===== src/rtl/mem_arb_pkg.sv =====
// Shared definitions for the unified memory-port arbiter: owner encoding and
// default burst / starvation limits.
package mem_arb_pkg;

    typedef enum logic {
        S_CORE = 1'b0,
        S_DMA  = 1'b1
    } arb_state_e;

    localparam int unsigned BURST_MAX_DEF  = 8;
    localparam int unsigned STARVE_LIM_DEF = 16;

endpackage


===== src/rtl/mem_port_arbiter.sv =====
// Arbitrates the single unified memory port between the RISC-V core (priority)
// and a DMA requester with bounded bursts and a starvation guarantee.
module mem_port_arbiter
    import mem_arb_pkg::*;
#(
    parameter int unsigned ADDR_W     = 32,
    parameter int unsigned DATA_W     = 32,
    parameter int unsigned BURST_MAX  = BURST_MAX_DEF,
    parameter int unsigned STARVE_LIM = STARVE_LIM_DEF
) (
    input  logic              clk,
    input  logic              reset,
    input  logic              core_req,
    input  logic [ADDR_W-1:0] core_addr,
    input  logic              core_we,
    input  logic [DATA_W-1:0] core_wdata,
    output logic [DATA_W-1:0] core_rdata,
    output logic              core_stall,
    input  logic              dma_req,
    input  logic [ADDR_W-1:0] dma_addr,
    input  logic              dma_we,
    input  logic [DATA_W-1:0] dma_wdata,
    output logic              dma_gnt,
    output logic              dma_rvalid,
    output logic [DATA_W-1:0] dma_rdata,
    output logic [ADDR_W-1:0] mem_addr,
    output logic              mem_we,
    output logic [DATA_W-1:0] mem_wdata,
    input  logic [DATA_W-1:0] mem_rdata
);

    localparam int unsigned BW = $clog2(BURST_MAX + 1);
    localparam int unsigned WW = $clog2(STARVE_LIM + 1);
    localparam logic [BW-1:0] BEAT_LAST = BW'(BURST_MAX - 1);
    localparam logic [WW-1:0] WAIT_LAST = WW'(STARVE_LIM - 1);

    arb_state_e    state, state_nxt;
    logic [BW-1:0] beat_cnt, beat_nxt;
    logic [WW-1:0] wait_cnt, wait_nxt;

    always_ff @(posedge clk) begin
        if (reset) begin
            state      <= S_CORE;
            beat_cnt   <= '0;
            wait_cnt   <= '0;
            dma_rvalid <= 1'b0;
        end else begin
            state      <= state_nxt;
            beat_cnt   <= beat_nxt;
            wait_cnt   <= wait_nxt;
            dma_rvalid <= dma_gnt & ~dma_we;
        end
    end

    always_comb begin
        state_nxt  = state;
        beat_nxt   = beat_cnt;
        wait_nxt   = wait_cnt;
        mem_addr   = core_addr;
        mem_wdata  = core_wdata;
        mem_we     = core_we & core_req;
        core_stall = 1'b0;
        dma_gnt    = 1'b0;

        unique case (state)
            S_CORE: begin
                if (dma_req && (!core_req || wait_cnt == WAIT_LAST)) begin
                    state_nxt = S_DMA;
                    wait_nxt  = '0;
                end else if (dma_req && core_req) begin
                    // Cannot pass WAIT_LAST: reaching it forces the handover above.
                    wait_nxt = wait_cnt + 1'b1;
                end
            end
            S_DMA: begin
                mem_addr   = dma_addr;
                mem_wdata  = dma_wdata;
                mem_we     = dma_we & dma_req;
                dma_gnt    = dma_req;
                core_stall = core_req;
                if (!dma_req || (core_req && beat_cnt == BEAT_LAST)) begin
                    state_nxt = S_CORE;
                    beat_nxt  = '0;
                end else if (beat_cnt != BEAT_LAST) begin
                    beat_nxt = beat_cnt + 1'b1;
                end
            end
        endcase
    end

    assign core_rdata = mem_rdata;
    assign dma_rdata  = mem_rdata;

endmodule


===== config.mk =====
export PLATFORM = sky130hd
export DESIGN_NAME = mem_port_arbiter
export DESIGN_NICKNAME = d
export VERILOG_FILES = /design/src/rtl/mem_arb_pkg.sv /design/src/rtl/mem_port_arbiter.sv
export SDC_FILE = /design/constraint.sdc
export NUM_CORES = 1
export LEC_CHECK = 0
export ABC_AREA = 0
export CORE_AREA = 2 2 115 117
export CTS_CLUSTER_DIAMETER = 150
export CTS_CLUSTER_SIZE = 8
export DETAILED_ROUTE_END_ITERATION = 16
export DIE_AREA = 0 0 117 119
export GPL_ROUTABILITY_DRIVEN = 0
export PLACE_DENSITY = 0.58
export SYNTH_ARGS = -nofsm -noshare
export SYNTH_HDL_FRONTEND = slang
export SYNTH_SLANG_ARGS = --single-unit

===== constraint.sdc =====
create_clock -name clk -period 2.1 [get_ports clk]
set_clock_uncertainty 0.05 [all_clocks]
set_input_delay 0.63 -clock clk [delete_from_list [all_inputs] [get_ports clk]]
set_output_delay 0.63 -clock clk [all_outputs]
set_load 0.03 [all_outputs]

; Word level (Yosys, flattened, before mapping)
; Cells that the tools add are included.
[totals]
word_cells = 37
latch_bits = 0
reg_bits = 11
out_inout_bits = 132
mem_bits_ro = 0
mem_count = 0
ramBits = 0
[op_classes]
muxes = 12
multipliers = 0
add_sub_neg = 2
bitwise = 5
magnitude_cmp = 0
n_div = 0
shifts = 0
eq_ne = 3
reduce_logical = 11
[ops]
columns = operator, n
row1 = $mux W32, 2
row2 = $mux W5, 2
row3 = $mux W4, 2
row4 = $add A5 B1 Y5 const B, 1
row5 = $eq A5 B4 Y1 const B, 1
row6 = $mux W1, 5
row7 = $add A4 B1 Y4 const B, 1
row8 = $eq A4 B3 Y1 const B, 1
row9 = $ne A4 B3 Y1 const B, 1
row10 = $reduce_and A2 Y1, 2
row11 = $reduce_bool A2 Y1, 2
row12 = $and A1 B1 Y1, 3
row13 = $logic_and A1 B1 Y1, 3
row14 = $logic_not A1 Y1, 2
row15 = $logic_or A1 B1 Y1, 2
row16 = $not A1 Y1, 2
row17 = $pmux W1 S2, 1

; Logic depth before layout (Yosys ltp)
[depth]
depth_word = 5
mapped_depth = 6

; Worst setup path before layout
; OpenSTA, ideal clock, no wires.
[synth_path]
path_type = input to output
from = input port dma_req
to = output port mem_we
arrival_time_ns = 1.326
setup_slack_ns = 0.094
path_stages = 2
cell_sequence = and2_1 -> a32o_1
[synth_via]
elab_chain_cells = 2
[synth_rtl]
columns = item, line
row1 = from (decl), mem_port_arbiter.sv:19  ; input logic dma_req,
row2 = $and A1 B1 Y1, mem_port_arbiter.sv:78  ; mem_we = dma_we & dma_req;
row3 = $mux W1, mem_port_arbiter.sv:65  ; unique case (state)
row4 = to (decl), mem_port_arbiter.sv:27  ; output logic mem_we,
; No other way between the ends.

; Final worst setup path
[layout_path]
from = input port core_we
to = output port mem_we
[layout_via]
elab_chain_cells = 2
[layout_rtl]
columns = item, line
row1 = from (decl), mem_port_arbiter.sv:15  ; input logic core_we,
row2 = $and A1 B1 Y1, mem_port_arbiter.sv:61  ; mem_we = core_we & core_req;
row3 = $mux W1, mem_port_arbiter.sv:65
; No other way between the ends.

==> metrics.md <==
| Metric | Value |
|---|---|
| CORE AREA | around 13000 sq um |
| Routed Wire Length | 9040 um |
| Largest net degree at the start of global routing | 23 |
| Total GRT Usage | 0.119 |
| Placed cell count | between 500 and 600 |
| Setup WS pre-CTS | -0.245 ns |
| Ratio of cells with drive above 1 in the final layout | 0.448 |
| Number of max-cap violations | 0 |
| Fin. max-slew vios | 0 |
| Seq pwr share | 0.143 |
| Detailed-route DRC error count | 0 |
| HP Start | wait_cnt[4] |
| Hold WC Path Type | reg2reg |
| Top FF cell, synth | dfxtp_1 |
| # clock sinks | 11 |
| I/O Buffers | about 200 |
| Syn_nets | around 370 |
| Placed Area | roughly 3400 sq um |
| Layout Cells excl Fill | 517 |
| Post-route ant nets | 0 |
| Worst slew margin | 0.760 |
| #FFs+latches synth | 11 |
| Setup crit end kind | output port |
| HPWL after DPL | slightly above 7000 um |
| Root Driver | clkbuf_16 |
| Depth of the CTS H-tree | 1 |
| Cell row count | 42 |
| PwrDens | slightly below 400 nW/um^2 |
| CTS tree | done |
| Register area share after synthesis | 0.123 |
| Leakage | between 1.5 and 2 nW |
| Fmax | between 400 and 500 MHz |
| Most frequent cells in the layout | dlygate4sd2_1, mux2_4, buf_6, dfxtp_1, buf_8 |
| Worst-margin pin slew | 0.359 ns |
| Initial antenna violation count | 2 |
| Die Y | 119 um |
| R2r setup slk | between 0.2 and 0.25 ns |
| Pwr Total | 1.53 mW |
| Final Setup Violations | 0 |
| Initial DRT Pass Iterations | 4 |
| # hold bufs at CTS | 0 |
| Final min period | ~2.1 ns |
| Clock latency on the worst-skew pair | around 0.24 ns |
| Initial Util | 0.139 |
| Final setup margin | around 0.005 ns |
| I/O pins | about 300 |
| Nets | around 510 |
| TNS Setup | 0 ns |
| Gate power share | 0.628 |
| CP Class | in2out |
| WHS | slightly below 0.4 ns |
| Clock power frac | 0.229 |
| FFs w/ async S/R, synth | 0 |
| Outcome | finished, final reports clean |
| Worst endpoint required time | approximately 1.4 ns |
| Post-synthesis cell count | ~200 |
| CP startpoint kind | input port |
| RSZ-0062 raised after global routing | no |
| Worst r2r src | wait_cnt[0] |
| Fin area | 3940 sq um |
| Ys Warns | 0 |
| Hold Violations, Final | 0 |
| Worst r2r path cells | 6 |
| Psw | 0.543 mW |
| WL/cell | 17.5 um |
| CP max FO | 2 |
| Initial drt markers | 31 |
| Commonest non-fill, non-tap cell in the layout | dlygate4sd2_1 |
| Post-synth EDFFs | 0 |
| Die Wd | roughly 120 um |
| Post-layout util | 0.306 |
| First-pass GRT wire length | around 12000 um |
| Crit share post-route | 0.998 |
| Clock transition at path regs | 0.04 ns |
| DR vias | 1962 |
| Area of the die | ~14000 sq um |
| Number of CTS-inserted buffers | 3 |
| Crit path DAT | approximately 1.4 ns |
| DR vias/cell | ~3.8 |
| Area Growth Syn to Fin | 119% |
| Clk buf depth | 2 |
| VDD IR max | just under 200 uV |
| Internal power | just under 1 mW |
| Mapped Area | between 1500 and 2000 sq um |
| Avg Inst Size Synth | 9.16 sq um |
| Vias in the first global route | a little over 2000 |
| GRT overflow | 0 |
| Sw Ratio | 0.354 |
| Netlist cell types | 34 |
| Worst Hold End | wait_cnt[4] |
| Reg2reg end | wait_cnt[3] |
| Worst hold path depth | 2 |
## final cells by class
type,instances,area [sq um]
Multi-Input combinational cell,108,1280
Tap cell,176,220
Fill cell,1364,8940
Timing Repair Buffer,212,2120
Sequential cell,11,224
Inverter,4,15.0
Antenna cell,2,5.00
Clock buffer,4,78.8
## cells by family (layout without fill, tap and decap cells)
family | Yosys count | in the layout | share of synthesized area
other | 0 | 2 | 0
AND/OR/NAND/NOR | 23 | 23 | 0.0822
buffers and inverters | 77 | 220 | 0.300
flip-flops | 11 | 11 | 0.123
AO/OA/AOI/OAI | 16 | 16 | 0.0606
multiplexers | 66 | 66 | 0.413
adder cells (fa/ha/maj) | 3 | 3 | 0.0209
## power groups by stage
stage | Clock, mW | Sequential [mW] | Combinational (mW)
after global routing | 0.373 | 0.221 | 1.01
after CTS | 0.358 | 0.220 | 0.962
final | 0.351 | 0.220 | 0.964
after floorplan | 0 | 0.220 | 0.614
after global placement | 0 | 0.222 | 0.858
after detailed placement | 0 | 0.222 | 0.860
## flip-flops by register name, summed over array words and instances, names as in the netlist
register,cells
beat_cnt,4
dma_rvalid,1
state,1
wait_cnt,5
## synthesized netlist by cell type (2+ instances only)
master | instances | area share
buf_4 | 64 | 0.27
buf_2 | 8 | 0.022
and3_1 | 2 | 0.0070
ha_1 | 3 | 0.021
mux2_2 | 65 | 0.41
nor3b_1 | 2 | 0.0084
nor2_1 | 3 | 0.0063
nand2_1 | 4 | 0.0084
o21ai_0 | 3 | 0.0084
inv_1 | 4 | 0.0084
nand4_1 | 2 | 0.0070
a21oi_1 | 4 | 0.011
dfxtp_1 | 11 | 0.12
## how the worst max path moves through the flow
stage | slack [ns] | cells past startpoint | end | start
finish | 0.005 | 3 | mem_we | core_we
global route | 0.0005 | 3 | mem_we | core_we
CTS | -0.02 | 3 | mem_we | core_we
detailed placement | -0.25 | 4 | mem_we | dma_req
global placement | -0.23 | 4 | mem_we | dma_req
floorplan | 0.09 | 2 | mem_we | dma_req
## metal layers
layer	up-vias	share of wire	GRT usage
met4	2	0.023	0.0331
met1	892	0.39	0.133
li1	913	-	-
met3	26	0.18	0.0926
met2	129	0.41	0.174
met5	-	0.0018	0
## worst max-delay path, stage by stage
cell             delay, ns
clkdlybuf4s50_1       0.40
a32o_2                0.24
buf_6                 0.14
## repair_timing
action                     in CTS  in global routing
buffers inserted                0                  0
gates cloned                    1                  0
hold endpoints to repair        0                  0
gates resized for setup       274                  4
setup endpoints to repair      67                 11
pin swaps                       0                  1
Power figures use the tool's default switching activity.
